**config.mk**
```make
export PLATFORM = sky130hd
export DESIGN_NAME = if_fetch_unit
export DESIGN_NICKNAME = d
export VERILOG_FILES = /design/src/rtl/if_fetch_unit.sv
export SDC_FILE = /design/constraint.sdc
export NUM_CORES = 1
export LEC_CHECK = 0
export ABC_AREA = 0
export BUFFER_PORTS_ARGS = -buffer_cell sky130_fd_sc_hd__buf_2
export CAP_MARGIN = 20
export CORE_ASPECT_RATIO = 1.25
export CORE_MARGIN = 3
export CORE_UTILIZATION = 40
export CTS_BUF_LIST = sky130_fd_sc_hd__clkbuf_8
export CTS_CLUSTER_DIAMETER = 60
export DETAILED_ROUTE_END_ITERATION = 8
export PLACE_DENSITY = 0.58
export SLEW_MARGIN = 5
export SYNTH_ARGS = -nofsm -noshare
export SYNTH_HDL_FRONTEND = slang
export SYNTH_SLANG_ARGS = --single-unit
```
**constraint.sdc**
```tcl
create_clock -name clk -period 8.9 [get_ports clk]
set_clock_uncertainty 0.15 [all_clocks]
set_input_delay 0.89 -clock clk [delete_from_list [all_inputs] [get_ports clk]]
set_output_delay 0.89 -clock clk [all_outputs]
set_load 0.02 [all_outputs]
```
**src/rtl/if_fetch_unit.sv**
```systemverilog
// if_fetch_unit: instruction fetch into a FB_DEPTH-entry buffer with redirect flush; optional IF_MISALIGN_CHECK_EN
module if_fetch_unit #(
  parameter int XLEN = 64,
  parameter logic [XLEN-1:0] RESET_PC = '0,
  parameter int FB_DEPTH = 4,
  parameter int IMEM_ADDR_W = 8
) (
  input  logic                   clk,
  input  logic                   reset,
  input  logic                   redirect_valid,
  input  logic [XLEN-1:0]        redirect_pc,
  output logic                   imem_req_valid,
  output logic [IMEM_ADDR_W-1:0] imem_req_addr,
  input  logic [31:0]            imem_rsp_data,
  output logic                   out_valid,
  input  logic                   out_ready,
  output logic [XLEN-1:0]        out_pc,
  output logic [31:0]            out_instr,
  output logic                   misalign_fault
);
  localparam int PW = $clog2(FB_DEPTH);
  localparam int NW = PW + 1;
  localparam int CW = PW + 2;
  logic [XLEN-1:0] pc_q, pc_d, inflight_pc_q, inflight_pc_d;
  logic            inflight_q, inflight_d;
  logic [PW-1:0]   rd_q, rd_d, wr_q, wr_d;
  logic [NW-1:0]   cnt_q, cnt_d;
  logic [XLEN-1:0] fb_pc_q [FB_DEPTH];
  logic [XLEN-1:0] fb_pc_d [FB_DEPTH];
  logic [31:0]     fb_ins_q [FB_DEPTH];
  logic [31:0]     fb_ins_d [FB_DEPTH];
  logic            halted, pop, push, issue;
`ifdef IF_MISALIGN_CHECK_EN
  logic fault_q, fault_d;
  // A misaligned redirect halts fetch until reset or an aligned redirect
  always_comb fault_d = redirect_valid ? (redirect_pc[1:0] != 2'b00) : fault_q;
  // Fault flag register
  always_ff @(posedge clk or posedge reset)
    if (reset) fault_q <= 1'b0;
    else fault_q <= fault_d;
  assign halted = fault_q;
  assign misalign_fault = fault_q;
`else
  assign halted = 1'b0;
  assign misalign_fault = 1'b0;
`endif
  // Handshake, credit-based issue and head presentation; nothing is requested while reset is held
  always_comb begin
    out_valid = cnt_q != '0;
    pop = out_valid & out_ready & !redirect_valid;
    push = inflight_q & !redirect_valid;
    issue = !reset & !redirect_valid & !halted &
            (CW'(cnt_q) + CW'(inflight_q) < CW'(FB_DEPTH) + CW'(out_valid & out_ready));
    imem_req_valid = issue;
    imem_req_addr = pc_q[IMEM_ADDR_W+1:2];
    out_pc = out_valid ? fb_pc_q[rd_q] : '0;
    out_instr = out_valid ? fb_ins_q[rd_q] : '0;
  end
  // Next state: redirect clears the buffer and drops the in-flight response
  always_comb begin
    pc_d = redirect_valid ? (redirect_pc & ~XLEN'(3)) : issue ? pc_q + XLEN'(4) : pc_q;
    inflight_d = issue;
    inflight_pc_d = issue ? pc_q : inflight_pc_q;
    rd_d = redirect_valid ? '0 : rd_q + PW'(pop);
    wr_d = redirect_valid ? '0 : wr_q + PW'(push);
    cnt_d = redirect_valid ? '0 : cnt_q + NW'(push) - NW'(pop);
    fb_pc_d = fb_pc_q;
    fb_ins_d = fb_ins_q;
    if (push) begin
      fb_pc_d[wr_q] = inflight_pc_q;
      fb_ins_d[wr_q] = imem_rsp_data;
    end
  end
  // Control state registers
  always_ff @(posedge clk or posedge reset)
    if (reset) begin
      pc_q <= RESET_PC;
      inflight_q <= 1'b0;
      inflight_pc_q <= '0;
      rd_q <= '0;
      wr_q <= '0;
      cnt_q <= '0;
    end else begin
      pc_q <= pc_d;
      inflight_q <= inflight_d;
      inflight_pc_q <= inflight_pc_d;
      rd_q <= rd_d;
      wr_q <= wr_d;
      cnt_q <= cnt_d;
    end
  // Buffer storage needs no reset; entries are only visible below cnt_q
  always_ff @(posedge clk) begin
    fb_pc_q <= fb_pc_d;
    fb_ins_q <= fb_ins_d;
  end
endmodule

```
==> flow_metrics.tcl, run 1 <==
set metrics [dict create \
    place_ws_ps 4530 \
    leakage_nw 8.67 \
    max_freq_ghz 0.235 \
    switchingPower_mw 1.98 \
    setup_violations 0 \
    row_count 93 \
    mostFrequentLayoutCell "edfxtp_1" \
    synth_top_cell_area_share_pct 54.0 \
    maxSlewViolCount 0 \
    design.core.area_um2 51700 \
    start_util_pct 40.5 \
    irDropWorstVdd_mv 0.210 \
    clockPowerShare_pct 29.9 \
    dr.pass1.iters 5 \
    port-buffer-count 201 \
    cts_tree "built" \
    placed_area_um2 22600 \
    hold_class "primary input to async pin" \
    synth_async_sr_flop_share_pct 26.0 \
    p_int_mw 4.48 \
    layout.cells.non_filler 2207 \
    drt_iter0_drc 652 \
    clock-root-buffer "clkbuf_8" \
    endpoint "out_pc[51]" \
    grt-ovfl-total 0 \
    io_pins 207 \
    final_util_pct 46.8 \
    insertion_delay_ps 650 \
    layout_common_cells "edfxtp_1, buf_2, dfrtp_1" \
    synthAdderAreaFrac_pct 0.574 \
    ys_types 52 \
    slowest_delay_ps 870 \
    slew_headroom_pct 25.7 \
    num_vias 11900 \
    synth_edf_count 376 \
    yosys-top-cells-area "edfxtp_1, dfrtp_1, mux4_2, mux2_2, and2_1" \
    cts_setup_buffers 0 \
    yosys.area_share.simple_pct 9.94 \
    startpoint "rd_q[1]" \
    worst_pin_slew_ps 1110 \
    r2r_end "inflight_pc_q[49]" \
    design.die.area_um2 55100 \
    syn2layout_area_growth_pct 15.7 \
    nFillCells 4582 \
    cp_max_fo 61 \
    grt_antenna_before_repair 4 \
    tns_ps 0 \
    nNetsFinal 1582 \
    critPathBufInv 2 \
    grt_pass1_wl_um 75000 \
    ctsHoldBuffers 0 \
    required_ps 7860 \
    fin_area_um2 24200 \
    drive_gt1_share_pct 33.8 \
    yosysTopAreaCell "edfxtp_1" \
    crit_chain "buf_4, mux4_2, and2_1, buf_2" \
    grt_max_degree 98 \
    synthXorXnorAreaFrac_pct 1.13 \
    place_congestion 0.834 \
    synth-compound-area-share_pct 2.79 \
    dpl.hpwl_um 29700 \
    combinationalPowerShare_pct 22.0 \
    htree_levels 3 \
    multi_input_area_um2 5920 \
    path_clk_slew_ps 60 \
    grt_pass1_vias 12400 \
    drc 0 \
    drv_cap 0 \
    cts_buffers 81 \
    seqCellArea_um2 14600 \
    fin_ws_ps 4650 \
    period_needed_ps 4250 \
    synthCells 1244 \
    synth_top_family_by_area "multiplexers" \
    power_frac_seq_pct 48.1 \
    path_depth 4 \
    synth_seq_cells 508 \
    crit_slowest_cell "buf_4" \
    rsz0062_at_grt "no" \
    period_share_pct 47.7 \
    clock_sinks 508 \
    reg2reg_depth 9 \
    hold_viol 0 \
    routedWlPerCell_um 22.2 \
    synth_ff_type "edfxtp_1" \
    die_height_um 262 \
    cp-start-kind "register" \
    path_delay_family "buffers and inverters" \
    r2r_setup_slack_ps 5460 \
    synth_warnings 0 \
    netlist_area_um2 20900 \
    place_inst 2053 \
    r2r_start "inflight_q" \
    viasPerCell 5.38 \
    worstPathArrival_ps 3210 \
    grt_util_all_layers_pct 18.0 \
    endpoint_kind "output port" \
    ant_nets 0 \
    drt_wl_total_um 49000 \
    outcome "finished clean" \
    ctsResizeCount 0 \
    power_switching_share_pct 30.7 \
    die_w_um 211 \
    seq_area_frac_synth_pct 69.8 \
    powerDensity_nw_per_um2 267 \
    cts_max_path_buffers 3 \
    muxShareOfSynthArea_pct 13.6 \
    critPathKind "register to output port" \
    synth.avg_cell_area_um2 16.8 \
]
-- through the flow --
stage          hold WS, ps  power, mW
2_1_floorplan          322       4.07
3_3_place_gp           335       4.60
3_5_place_dp           342       4.62
4_1_cts                132       6.58
5_1_grt                173       6.81
6_report               164       6.47
-- final cells by class --
class | instances | share of cell area [%]
diodes | 3 | 0.0310
clock buffers | 94 | 5.35
clock inverters | 55 | 1.23
inverters | 16 | 0.269
multi-input cells | 644 | 24.5
flip-flops and latches | 508 | 60.4
well taps | 665 | 3.44
repair buffers | 222 | 4.88
-- flip-flops by register name (all words and copies together) (netlist names) --
name / cells
fb_pc_q: 248
inflight_q: 1
rd_q: 2
fb_ins_q: 128
wr_q: 2
pc_q: 62
inflight_pc_q: 62
cnt_q: 3
-- synth_stat cells, types with 2 or more instances --
| cell type | instances |
|---|---|
| xnor2_1 | 12 |
| nor2b_1 | 4 |
| buf_1 | 5 |
| a31o_2 | 2 |
| nor4_1 | 11 |
| ha_1 | 8 |
| nand3_2 | 2 |
| mux4_2 | 94 |
| buf_6 | 3 |
| edfxtp_1 | 376 |
| buf_4 | 11 |
| nand4_4 | 2 |
| o21ai_0 | 34 |
| nor3_1 | 8 |
| dlygate4sd3_1 | 2 |
| inv_1 | 16 |
| clkbuf_1 | 41 |
| and3_1 | 11 |
| a311o_1 | 2 |
| or4_1 | 22 |
| nand3_1 | 20 |
| mux2_2 | 64 |
| nand4_1 | 41 |
| dfrtp_1 | 132 |
| nand4_2 | 5 |
| xor2_1 | 15 |
| and4_1 | 5 |
| nor2_1 | 48 |
| buf_2 | 16 |
| o211ai_1 | 5 |
| and2_1 | 98 |
| or2_2 | 3 |
| or3_1 | 13 |
| o31ai_1 | 16 |
| nand2_1 | 51 |
| a31oi_1 | 30 |
-- power by group through the flow --
stage / clock, mW / combinational, mW / sequential (mW)
2_1_floorplan: 0 / 1.01 / 3.06
3_3_place_gp: 0 / 1.46 / 3.14
3_5_place_dp: 0 / 1.46 / 3.16
4_1_cts: 2.00 / 1.47 / 3.12
5_1_grt: 2.10 / 1.55 / 3.15
6_report: 1.93 / 1.43 / 3.11
-- worst min path at each step --
stage                       from           endpoint  slack [ps]  cells after the start
2_1_floorplan  inflight_pc_q[36]       fb_pc_q[100]         320                      0
3_3_place_gp   inflight_pc_q[26]       fb_pc_q[154]         330                      0
3_5_place_dp            pc_q[58]  inflight_pc_q[58]         340                      1
4_1_cts                    reset           pc_q[36]         130                      2
5_1_grt                    reset  inflight_pc_q[20]         170                      2
6_report                   reset  inflight_pc_q[20]         160                      2
-- metal layers --
layer  GRT usage [%]  up-vias  part of all wire, %
li1                -     5327                    -
met1            23.6     6123                   43
met2            29.8      328                   50
met3            3.46       86                  5.0
met4            7.43        2                  2.9
met5               0        -                0.027
-- kinds of logic after synthesis --
family	count (synthesis)
buf+inv	94
xor+xnor	27
simple gates	353
fa+ha+maj	9
other cells	1
flops	508
compound gates	93
mux	159
No activity file was read; power rests on OpenSTA's default activity.
==> run 2: changes to the inputs <==
PLACE_DENSITY = 0.56   (was 0.58)
clock period = 4.15 ns   (was 8.9 ns; I/O delays follow)
==> flow_metrics.tcl, run 2 (same netlist as run 1, synthesis figures left out) <==
set metrics [dict create \
    whs_endpoint "cnt_q[1]" \
    top_layer "met4" \
    hold_viol 0 \
    drt_iter0_drc 710 \
    rsz0062_at_grt "no" \
    grt_pass1_wl_um 75700 \
    tns_ps 0 \
    cts_setup_buffers 0 \
    grt_max_degree 96 \
    irDropWorstVdd_mv 0.452 \
    wl_met3_um 2160 \
    r2r_end "pc_q[50]" \
    endpoint_kind "output port" \
    required_ps 3590 \
    drc 0 \
    place_congestion 0.777 \
    r2r_start "pc_q[21]" \
    grt_antenna_before_repair 2 \
    drv_cap 0 \
    die_height_um 262 \
    min_path_cells 2 \
    dr.pass1.iters 5 \
    grt_util_all_layers_pct 18.1 \
    io_pins 207 \
    final_util_pct 48.7 \
    grt-ovfl-total 0 \
    row_count 93 \
    powerDensity_nw_per_um2 549 \
    maxSlewViolCount 0 \
    design.die.area_um2 55100 \
    clock-root-buffer "clkbuf_8" \
    cp_max_fo 31 \
    cts_buffers 81 \
    setup_violations 0 \
    start_util_pct 40.5 \
    leakage_nw 9.06 \
    dpl.hpwl_um 30300 \
    cts_tree "built" \
    routedWlPerCell_um 21.5 \
    nNetsFinal 1681 \
    reg2reg_depth 5 \
    max_freq_ghz 0.294 \
    top_register "fb_pc_q" \
    ctsResizeCount 0 \
    ant_nets 0 \
    clock_sinks 508 \
    hold_start "redirect_valid" \
    outcome "finished clean" \
    met1_length_um 20600 \
    period_share_pct 81.9 \
    largestRegisters "fb_pc_q x248, fb_ins_q x128" \
    largest_reg_flops 248 \
    grt_pass1_vias 12600 \
    path_clk_slew_ps 70 \
    port-buffer-count 201 \
    cts_max_path_buffers 3 \
    cp-start-kind "register" \
    insertion_delay_ps 660 \
    critPathKind "register to output port" \
    drive_gt1_share_pct 32.2 \
    hold_class "primary input to register" \
    period_needed_ps 3400 \
    syn2layout_area_growth_pct 20.2 \
    design.core.area_um2 51700 \
    slew_headroom_pct 31.9 \
    r2r_setup_slack_ps 1180 \
    layout_common_cells "edfxtp_1, buf_2, dfrtp_1" \
    worstPathArrival_ps 2830 \
    drt_wl_total_um 49500 \
    mostFrequentLayoutCell "edfxtp_1" \
    wl_met2_um 25500 \
    die_w_um 211 \
    num_vias 12200 \
    worst_pin_slew_ps 1020 \
    nFillCells 4510 \
    viasPerCell 5.31 \
    htree_levels 3 \
]
run 2: cell count changes in the layout (fill, tap and decap cells not counted), sizes merged:
cell         previous run  this run
clkinv                 12        27
bufinv                  2         0
diode                   3         1
clkbuf                 95        88
dlygate4sd3             0        95
clkinvlp                6         1
buf                   221       226
inv                    51        49
run 2: worst max-delay path by stage:
stage,start,end,slack [ps],cells past startpoint
floorplan,reset,cnt_q[0],60,1
global placement,cnt_q[0],inflight_pc_q[42],1260,9
detailed placement,pc_q[21],pc_q[50],1170,5
CTS,rd_q[0],out_pc[55],600,4
global route,rd_q[0],out_pc[48],540,4
finish,rd_q[0],out_pc[53],750,4
run 2: final cells by class:
type / instances / area [um^2] / area share, %
diodes: 1 / 2.50 / 0.00995
repair buffers: 321 / 2210 / 8.78
multi-input cells: 644 / 5920 / 23.6
flip-flops and latches: 508 / 14600 / 58.1
clock buffers: 88 / 1210 / 4.82
clock inverters: 61 / 304 / 1.21
well taps: 665 / 832 / 3.31
inverters: 16 / 62.6 / 0.249
run 2: routing by layer:
| metal | up-vias | GRT usage [%] |
|---|---|---|
| met5 | - | 0 |
| met4 | 0 | 6.33 |
| met3 | 65 | 3.15 |
| met2 | 300 | 31.1 |
| met1 | 6321 | 23.4 |
| li1 | 5539 | - |
run 2: power breakdown:
| group | internal (mW) | switching (mW) | total, mW |
|---|---|---|---|
| Clock | 1.99 | 2.00 | 3.99 |
| Sequential | 6.18 | 0.495 | 6.68 |
| Combinational | 1.31 | 1.82 | 3.13 |
| Total | 9.48 | 4.31 | 13.8 |
run 2: what timing repair did:
item                                   4_1_cts  5_1_grt
hold buffers                                95        0
endpoints found under the hold margin      241        0
setup endpoints to repair                    0        0
run 2: critical path, stage by stage (launching register included):
cell and delay, ps:
dfrtp_4 880, buf_12 350, mux4_2 530, and2_1 200
buf_2 170
run 2: metrics by stage:
stage	setup WS (ps)	hold slack, ps	instances	power, mW	cell area (um^2)
6_report	751	60.4	2304	13.8	25100
5_1_grt	543	57.4	2304	14.5	25100
4_1_cts	604	2.06	2303	14.0	25100
3_5_place_dp	1170	345	2059	9.92	22700
3_3_place_gp	1260	336	2059	9.85	22700
2_1_floorplan	59.0	322	1246	8.73	20900
